### config.mk
export PLATFORM = sky130hd
export DESIGN_NAME = truth_table_sweeper
export DESIGN_NICKNAME = d
export VERILOG_FILES = /design/src/rtl/tts_pkg.sv /design/src/rtl/tts_hold_timer.sv /design/src/rtl/truth_table_sweeper.sv
export SDC_FILE = /design/constraint.sdc
export NUM_CORES = 1
export LEC_CHECK = 0
export CORE_ASPECT_RATIO = 0.6
export CORE_UTILIZATION = 53
export CTS_BUF_LIST = sky130_fd_sc_hd__clkbuf_4
export DETAILED_ROUTE_END_ITERATION = 10
export GPL_TIMING_DRIVEN = 0
export PLACE_DENSITY = 0.84
export SLEW_MARGIN = 10
export SYNTH_ARGS = -nofsm -noshare
export SYNTH_HDL_FRONTEND = slang
export SYNTH_HIERARCHICAL = 1
export SYNTH_SLANG_ARGS = --single-unit
export TNS_END_PERCENT = 30
### constraint.sdc
create_clock -name clk -period 3.2 [get_ports clk]
set_input_delay 0.64 -clock clk [delete_from_list [all_inputs] [get_ports clk]]
set_output_delay 0.64 -clock clk [all_outputs]
set_load 0.005 [all_outputs]
### src/rtl/tts_pkg.sv
// Shared types and helpers for the truth-table sweeper.
// Optional stop-on-first-fail build: define TTS_STOP_ON_FAIL_EN.
package tts_pkg;

  // Sweeper FSM state encoding.
  typedef logic [1:0] tts_state_t;

  localparam tts_state_t ST_IDLE   = 2'd0;
  localparam tts_state_t ST_HOLD   = 2'd1;
  localparam tts_state_t ST_FINISH = 2'd2;

  // Default input count and its vector count.
  localparam int N_IN_DEF = 4;
  localparam int NVEC     = 2 ** N_IN_DEF;

  // Vector count for a given number of inputs.
  function automatic int nvec(input int n_in);
    return 1 << n_in;
  endfunction

  // Width of the settle-window counter.
  function automatic int cnt_w(input int hold);
    return $clog2(hold) + 1;
  endfunction

endpackage

### src/rtl/tts_hold_timer.sv
// Loadable down-counter timing the settle window of each vector.
// Raises o_zero once the loaded count has been consumed.
module tts_hold_timer
  import tts_pkg::*;
#(
  parameter int W = 2
) (
  input  logic         clk,
  input  logic         reset,
  input  logic         i_load,
  input  logic [W-1:0] i_load_val,
  input  logic         i_en,
  output logic         o_zero
);

  logic [W-1:0] r_cnt;

  // Load has priority; otherwise count down while enabled.
  always_ff @(posedge clk or posedge reset) begin
    if (reset) begin
      r_cnt <= '0;
    end else if (i_load) begin
      r_cnt <= i_load_val;
    end else if (i_en && (r_cnt != '0)) begin
      r_cnt <= r_cnt - 1'b1;
    end
  end

  assign o_zero = (r_cnt == '0);

endmodule

### src/rtl/truth_table_sweeper.sv
// Sweeps all input vectors, captures Y, compares to a mask.
// Optional: TTS_STOP_ON_FAIL_EN ends the sweep at the first mismatch.
module truth_table_sweeper
  import tts_pkg::*;
#(
  parameter int N_IN        = 4,
  parameter int HOLD_CYCLES = 2
) (
  input  logic                  clk,
  input  logic                  reset,
  input  logic                  start,
  input  logic [2**N_IN-1:0]    expected,
  output logic [N_IN-1:0]       vec,
  input  logic                  y_in,
  output logic                  busy,
  output logic                  done,
  output logic                  pass,
  output logic [2**N_IN-1:0]    captured,
  output logic [N_IN-1:0]       fail_index,
  output logic [N_IN:0]         mismatch_count
);

  localparam int NV = nvec(N_IN);
  localparam int CW = cnt_w(HOLD_CYCLES);

  localparam logic [CW-1:0] LOAD_VAL =
    CW'(HOLD_CYCLES - 1);
  localparam logic [N_IN-1:0] VLAST =
    N_IN'(NV - 1);

  tts_state_t       r_state;
  logic [N_IN-1:0]  r_vec;
  logic [NV-1:0]    r_exp;
  logic [NV-1:0]    r_cap;
  logic [N_IN-1:0]  r_fidx;
  logic [N_IN:0]    r_mcnt;
  logic             r_busy;
  logic             r_done;
  logic             r_pass;

  logic             w_zero;
  logic             w_accept;
  logic             w_sample;
  logic             w_mis;
  logic             w_last;
  logic             w_stop;
  logic             w_end;
  logic             w_load;
  logic             w_dec;
  logic [N_IN:0]    w_mcnt_nx;

  assign w_accept = (r_state == ST_IDLE) && start;
  assign w_sample = (r_state == ST_HOLD) && w_zero;
  assign w_mis    = (y_in != r_exp[r_vec]);
  assign w_last   = (r_vec == VLAST);

`ifdef TTS_STOP_ON_FAIL_EN
  assign w_stop   = w_mis;
`else
  assign w_stop   = 1'b0;
`endif

  assign w_end    = w_sample && (w_last || w_stop);
  assign w_load   = w_accept || (w_sample && !w_end);
  assign w_dec    = (r_state == ST_HOLD) && !w_zero;

  assign w_mcnt_nx = r_mcnt + (N_IN+1)'(w_mis);

  tts_hold_timer #(
    .W (CW)
  ) u_timer (
    .clk        (clk),
    .reset      (reset),
    .i_load     (w_load),
    .i_load_val (LOAD_VAL),
    .i_en       (w_dec),
    .o_zero     (w_zero)
  );

  // Sequencing: state, vector stepping, busy and done.
  always_ff @(posedge clk or posedge reset) begin
    if (reset) begin
      r_state <= ST_IDLE;
      r_vec   <= '0;
      r_exp   <= '0;
      r_busy  <= 1'b0;
      r_done  <= 1'b0;
    end else begin
      r_done <= 1'b0;
      case (r_state)
        ST_IDLE: begin
          if (start) begin
            r_state <= ST_HOLD;
            r_vec   <= '0;
            r_exp   <= expected;
            r_busy  <= 1'b1;
          end
        end
        ST_HOLD: begin
          if (w_sample) begin
            if (w_end) begin
              r_state <= ST_FINISH;
              r_busy  <= 1'b0;
              r_done  <= 1'b1;
            end else begin
              r_vec   <= r_vec + 1'b1;
            end
          end
        end
        ST_FINISH: begin
          r_state <= ST_IDLE;
          r_vec   <= '0;
        end
        default: begin
          r_state <= ST_IDLE;
          r_vec   <= '0;
          r_busy  <= 1'b0;
        end
      endcase
    end
  end

  // Result capture: table bits, mismatch tally, verdict.
  always_ff @(posedge clk or posedge reset) begin
    if (reset) begin
      r_cap  <= '0;
      r_fidx <= '0;
      r_mcnt <= '0;
      r_pass <= 1'b0;
    end else if (w_accept) begin
      r_cap  <= '0;
      r_fidx <= '0;
      r_mcnt <= '0;
      r_pass <= 1'b0;
    end else if (w_sample) begin
      r_cap[r_vec] <= y_in;
      if (w_mis) begin
        r_mcnt <= w_mcnt_nx;
        if (r_mcnt == '0) begin
          r_fidx <= r_vec;
        end
      end
      if (w_end) begin
        r_pass <= (w_mcnt_nx == '0);
      end
    end
  end

  assign vec            = r_vec;
  assign busy           = r_busy;
  assign done           = r_done;
  assign pass           = r_pass;
  assign captured       = r_cap;
  assign fail_index     = r_fidx;
  assign mismatch_count = r_mcnt;

endmodule

==> reports/results.env <==
CRITICAL_PATH.CELL_CHAIN='buf_6 -> mux4_2 -> a22oi_2 -> and3_2 -> clkbuf_1 -> nor2_1 -> ha_1 -> ha_1 -> inv_1 -> o2bb2ai_1 -> nand4_1 -> a21oi_1'
DR.PASS1.ITERS=5
SYN_AREA_SQ_UM=2630
HOLD_BUFFERS=0
DETAILEDROUTE.FIRSTITERATIONVIOLATIONS=156
POWER.IR.VDD_WORST_V=0.000372
LARGEST_NET_DEGREE_AT_THE_START_OF_GLOBAL_ROUTING=40
CLOCK_TREE.HTREE_LEVEL_COUNT=2
FP-ROW-COUNT=19
CTS_MADE_BUFFERS=5
SYNTH.FF_LATCH_COUNT=52
CELLLEAKAGEPOWER_uW=0.00150
POST-ROUTE-PERIOD-UTIL_PCT=89.4
TOTAL_POWER_uW=2960
FINALINSTANCEAREA_SQ_UM=3270
WORST_R2R_STARTPOINT='vec[0]'
OUTCOME='complete, no violations'
MAX-CAP-VIOLATIONS=0
PWR-SHARE-COMB_PCT=53.3
AVGVIACOUNTPERCELL=5.53
CRITICAL_PATH_PEAK_FANOUT=9
CLK_TRANSITION_REPORTED_PATHS_PS=130
CTS.REPAIR.RESIZED=0
DRT.ANTENNA.VIOLATING_NETS=0
POST_CTS_BUFFERS=0
FULL_DIE_AREA_SQ_UM=5250
CTS.PATH.MAX_BUFFERS=2
BOUNDARY_PIN_COUNT=52
CP_COMMON_CELL='ha_1'
WIRELENGTH_MET1_MM=2.82
POWER_FRAC_CLOCK_PCT=8.8
SYNTHCELLS=280
DPL_CELL_AREA_SQ_UM=3230
MAX_FREQ_MHz=349
SLEW_LIMIT_HEADROOM_PCT=32.7
HOLDCRITPATHCLASS='input port to async pin'
STARTING_DENSITY_PCT=56.4
CTS_NUM_SINKS=52
CORE_AREA_SQ_UM=4660
FINAL.HOLD.WORST_SLACK_PS=461
NETS=365
TOP_LAYER_USED='met4'
WORST_PATH_MAX_DELAY_CELL='mux4_2'
ANTENNA_FOUND_INITIAL=0
TIMING.CLOCK.SKEW_PS=3.19
PERIOD_NEEDED_PS=2860
SHARE_OF_TOTAL_POWER_IN_SEQUENTIAL_CELLS_PCT=37.8
POWER_DENSITY_nW_PER_UM2=905
WORST_SKEW_PAIR.LATE_LATENCY_PS=360
P_INT_uW=1790
POST-ROUTE-DRC-COUNT=0
RSZ0062_AT_GRT='no'
REPORT.FINAL.SETUP_VIOL=0
HEIGHT_OF_THE_DIE_UM=56.5
REPORT.FINAL.HOLD_VIOL_COUNT=0
POWER.SWITCHING_FRACTION_PCT=39.6
CRITICAL_PATH.ENDPOINT_TYPE='register'
WORST_SLEW_PIN_SLEW_PS=1010
ROUTED_WIRE_LENGTH_MM=5.80
YS.WARNINGS.COUNT=6
FIRST_GLOBAL_VIAS=2074
POST_SYNTH.CELL_AREA_AVG_SQ_UM=9.38
TIMING.CRITICAL_PATH.SLOWEST_CELL_DELAY_PS=550
ANTENNA-DIODE-COUNT=0
MAX_SLEW_VIOLATION_COUNT=0
DISTINCT_CELL_TYPE_COUNT_OF_THE_SYNTHESIZED_NETLIST=37
FILLERINSTANCES=383
FF2FF_PATH_DEPTH=12
WORSTSETUPPATHTYPE='register to register'
VIAS=2219
REQUIRED_PS=3490
FIN_SETUP_TNS_PS=0
IO_BUFFERS=50
SYNTH.YOSYS.SEQ_AREA_SHARE_PCT=49.5
DIE_OUTLINE_WIDTH_UM=92.9
MET3WIRELENGTH_UM=399
KIND_OF_START_POINT_OF_THE_CRITICAL_PATH='register'
GLOBALROUTETOTALUTIL_PCT=25.2
WORST-ENDPOINT-ARRIVAL_PS=3150
GP_CONGESTION=0.876
TRITONCTS_CLOCK_TREE='yes'
DPL.HPWL_MM=4.53
DETAIL_ROUTE.WL_PER_CELL_UM=14.5
CRITPATHLAUNCH='vec[0]'
LAYOUT-AREA-OVERHEAD-VS-SYNTH_PCT=24.5
HIGHEST_COUNT_CELLS_IN_THE_LAYOUT_IGNORING_FILL_AND_TAPS='70 x nand2_1, 52 x dfrtp_1, 50 x clkdlybuf4s50_1'
POST_ROUTE_CELLS_DRIVE_ABOVE_1_SHARE_PCT=6.21
DR_WL_MET2_MM=2.52
LEADING_CELL_TYPE_IN_THE_LAYOUT_FILL_AND_TAPS_EXCLUDED='nand2_1'
OVERFLOW=0
SYN-NUM-NETS=307
P_SW_uW=1170
FINALCOREUTILIZATION_PCT=70.2
GRT_PASS1_WL_MM=10.1
CTS_ROOT_BUFFER='clkbuf_4'
-- through the flow --
stage / std cells / setup WS (ps)
6_report: 401 / 339
2_1_floorplan: 280 / 663
3_5_place_dp: 394 / 400
3_3_place_gp: 393 / 428
5_1_grt: 401 / 99.5
4_1_cts: 401 / 375
-- cells by family after synthesis --
kind of cell / Yosys count / synth area share, %
and+or+nand+nor: 130 / 23.1
DFF: 52 / 49.5
AOI/OAI and AO/OA: 41 / 9.77
buffers and inverters: 29 / 4.81
muxes: 19 / 9.15
adders and majority gates: 7 / 3.33
other: 2 / 0.286
-- cell usage after synthesis --
cell type | n | share of area [%]
nand2_1 | 70 | 10
dfrtp_1 | 52 | 50
o21ai_0 | 17 | 3.2
mux2i_1 | 15 | 5.7
nor2_1 | 15 | 2.1
nand4_1 | 14 | 3.3
a21oi_1 | 13 | 2.5
inv_1 | 13 | 1.9
clkbuf_1 | 12 | 1.7
ha_1 | 7 | 3.3
nand3_1 | 7 | 1.3
mux4_2 | 4 | 3.4
nor2b_1 | 4 | 0.95
nor3_1 | 4 | 0.76
a221o_1 | 3 | 1.1
nor4_1 | 3 | 0.71
a22oi_2 | 2 | 0.95
and2_1 | 2 | 0.48
buf_2 | 2 | 0.38
buf_6 | 2 | 0.86
conb_1 | 2 | 0.29
nor4b_1 | 2 | 0.67
a21oi_2 | 1 | 0.33
a311oi_1 | 1 | 0.33
a31oi_1 | 1 | 0.24
a32o_1 | 1 | 0.38
and2b_1 | 1 | 0.29
and2b_4 | 1 | 0.38
and3_1 | 1 | 0.24
and3_2 | 1 | 0.29
nand2b_1 | 1 | 0.24
nand3b_1 | 1 | 0.29
nor3b_1 | 1 | 0.29
o2bb2ai_1 | 1 | 0.33
o32ai_1 | 1 | 0.33
or2b_1 | 1 | 0.29
or4_4 | 1 | 0.43
-- critical path, delay by kind of cell, from the launching register on --
| family | cells | cell delay [ps] |
|---|---|---|
| DFF | 1 | 470 |
| adders and majority gates | 2 | 410 |
| and+or+nand+nor | 3 | 390 |
| muxes | 1 | 550 |
| buffers and inverters | 3 | 480 |
| AOI/OAI and AO/OA | 3 | 480 |
-- cell type report --
class                      count  area, sq um  share of cell area, %
inverter                      13         48.8                   1.49
clock inverter                 2         7.51                  0.230
timing repair buffer          51          520                   15.9
buffer                        16         77.6                   2.37
sequential                    52         1300                   39.8
multi-input combinational    199         1200                   36.6
clock buffer                   5         37.5                   1.15
tap                           63         78.8                   2.41
-- routing by layer --
metal | track usage [%] | vias up
met1 | 39.3 | 1054
met4 | 5.71 | 0
met3 | 5.15 | 11
met2 | 36.1 | 79
met5 | 0 | -
li1 | - | 1075
-- power groups by stage --
| stage | clock network [uW] | registers (uW) | logic, uW |
|---|---|---|---|
| 2_1_floorplan | 0 | 1100 | 970 |
| 3_3_place_gp | 0 | 1120 | 1500 |
| 3_5_place_dp | 0 | 1130 | 1560 |
| 4_1_cts | 270 | 1120 | 1570 |
| 5_1_grt | 307 | 1160 | 1750 |
| 6_report | 262 | 1120 | 1580 |
-- sequential cells by signal (all words and copies together), names as in the netlist, 2 cells and up --
signal / cells
captured: 16
r_exp: 16
mismatch_count: 5
fail_index: 4
vec: 4
r_state: 2
u_timer/r_cnt: 2
-- path summary, 6_finish.rpt --
kind | slack [ps] | to
setup / recovery | 340 | pass
hold / removal | 460 | u_timer/r_cnt[1]
setup reg to reg | 340 | pass
hold reg to reg | 490 | r_exp[11]
max in group asynchronous | 2180 | r_exp[14]
min in group clk | 490 | r_exp[11]
(Power assumes the default switching activity.)
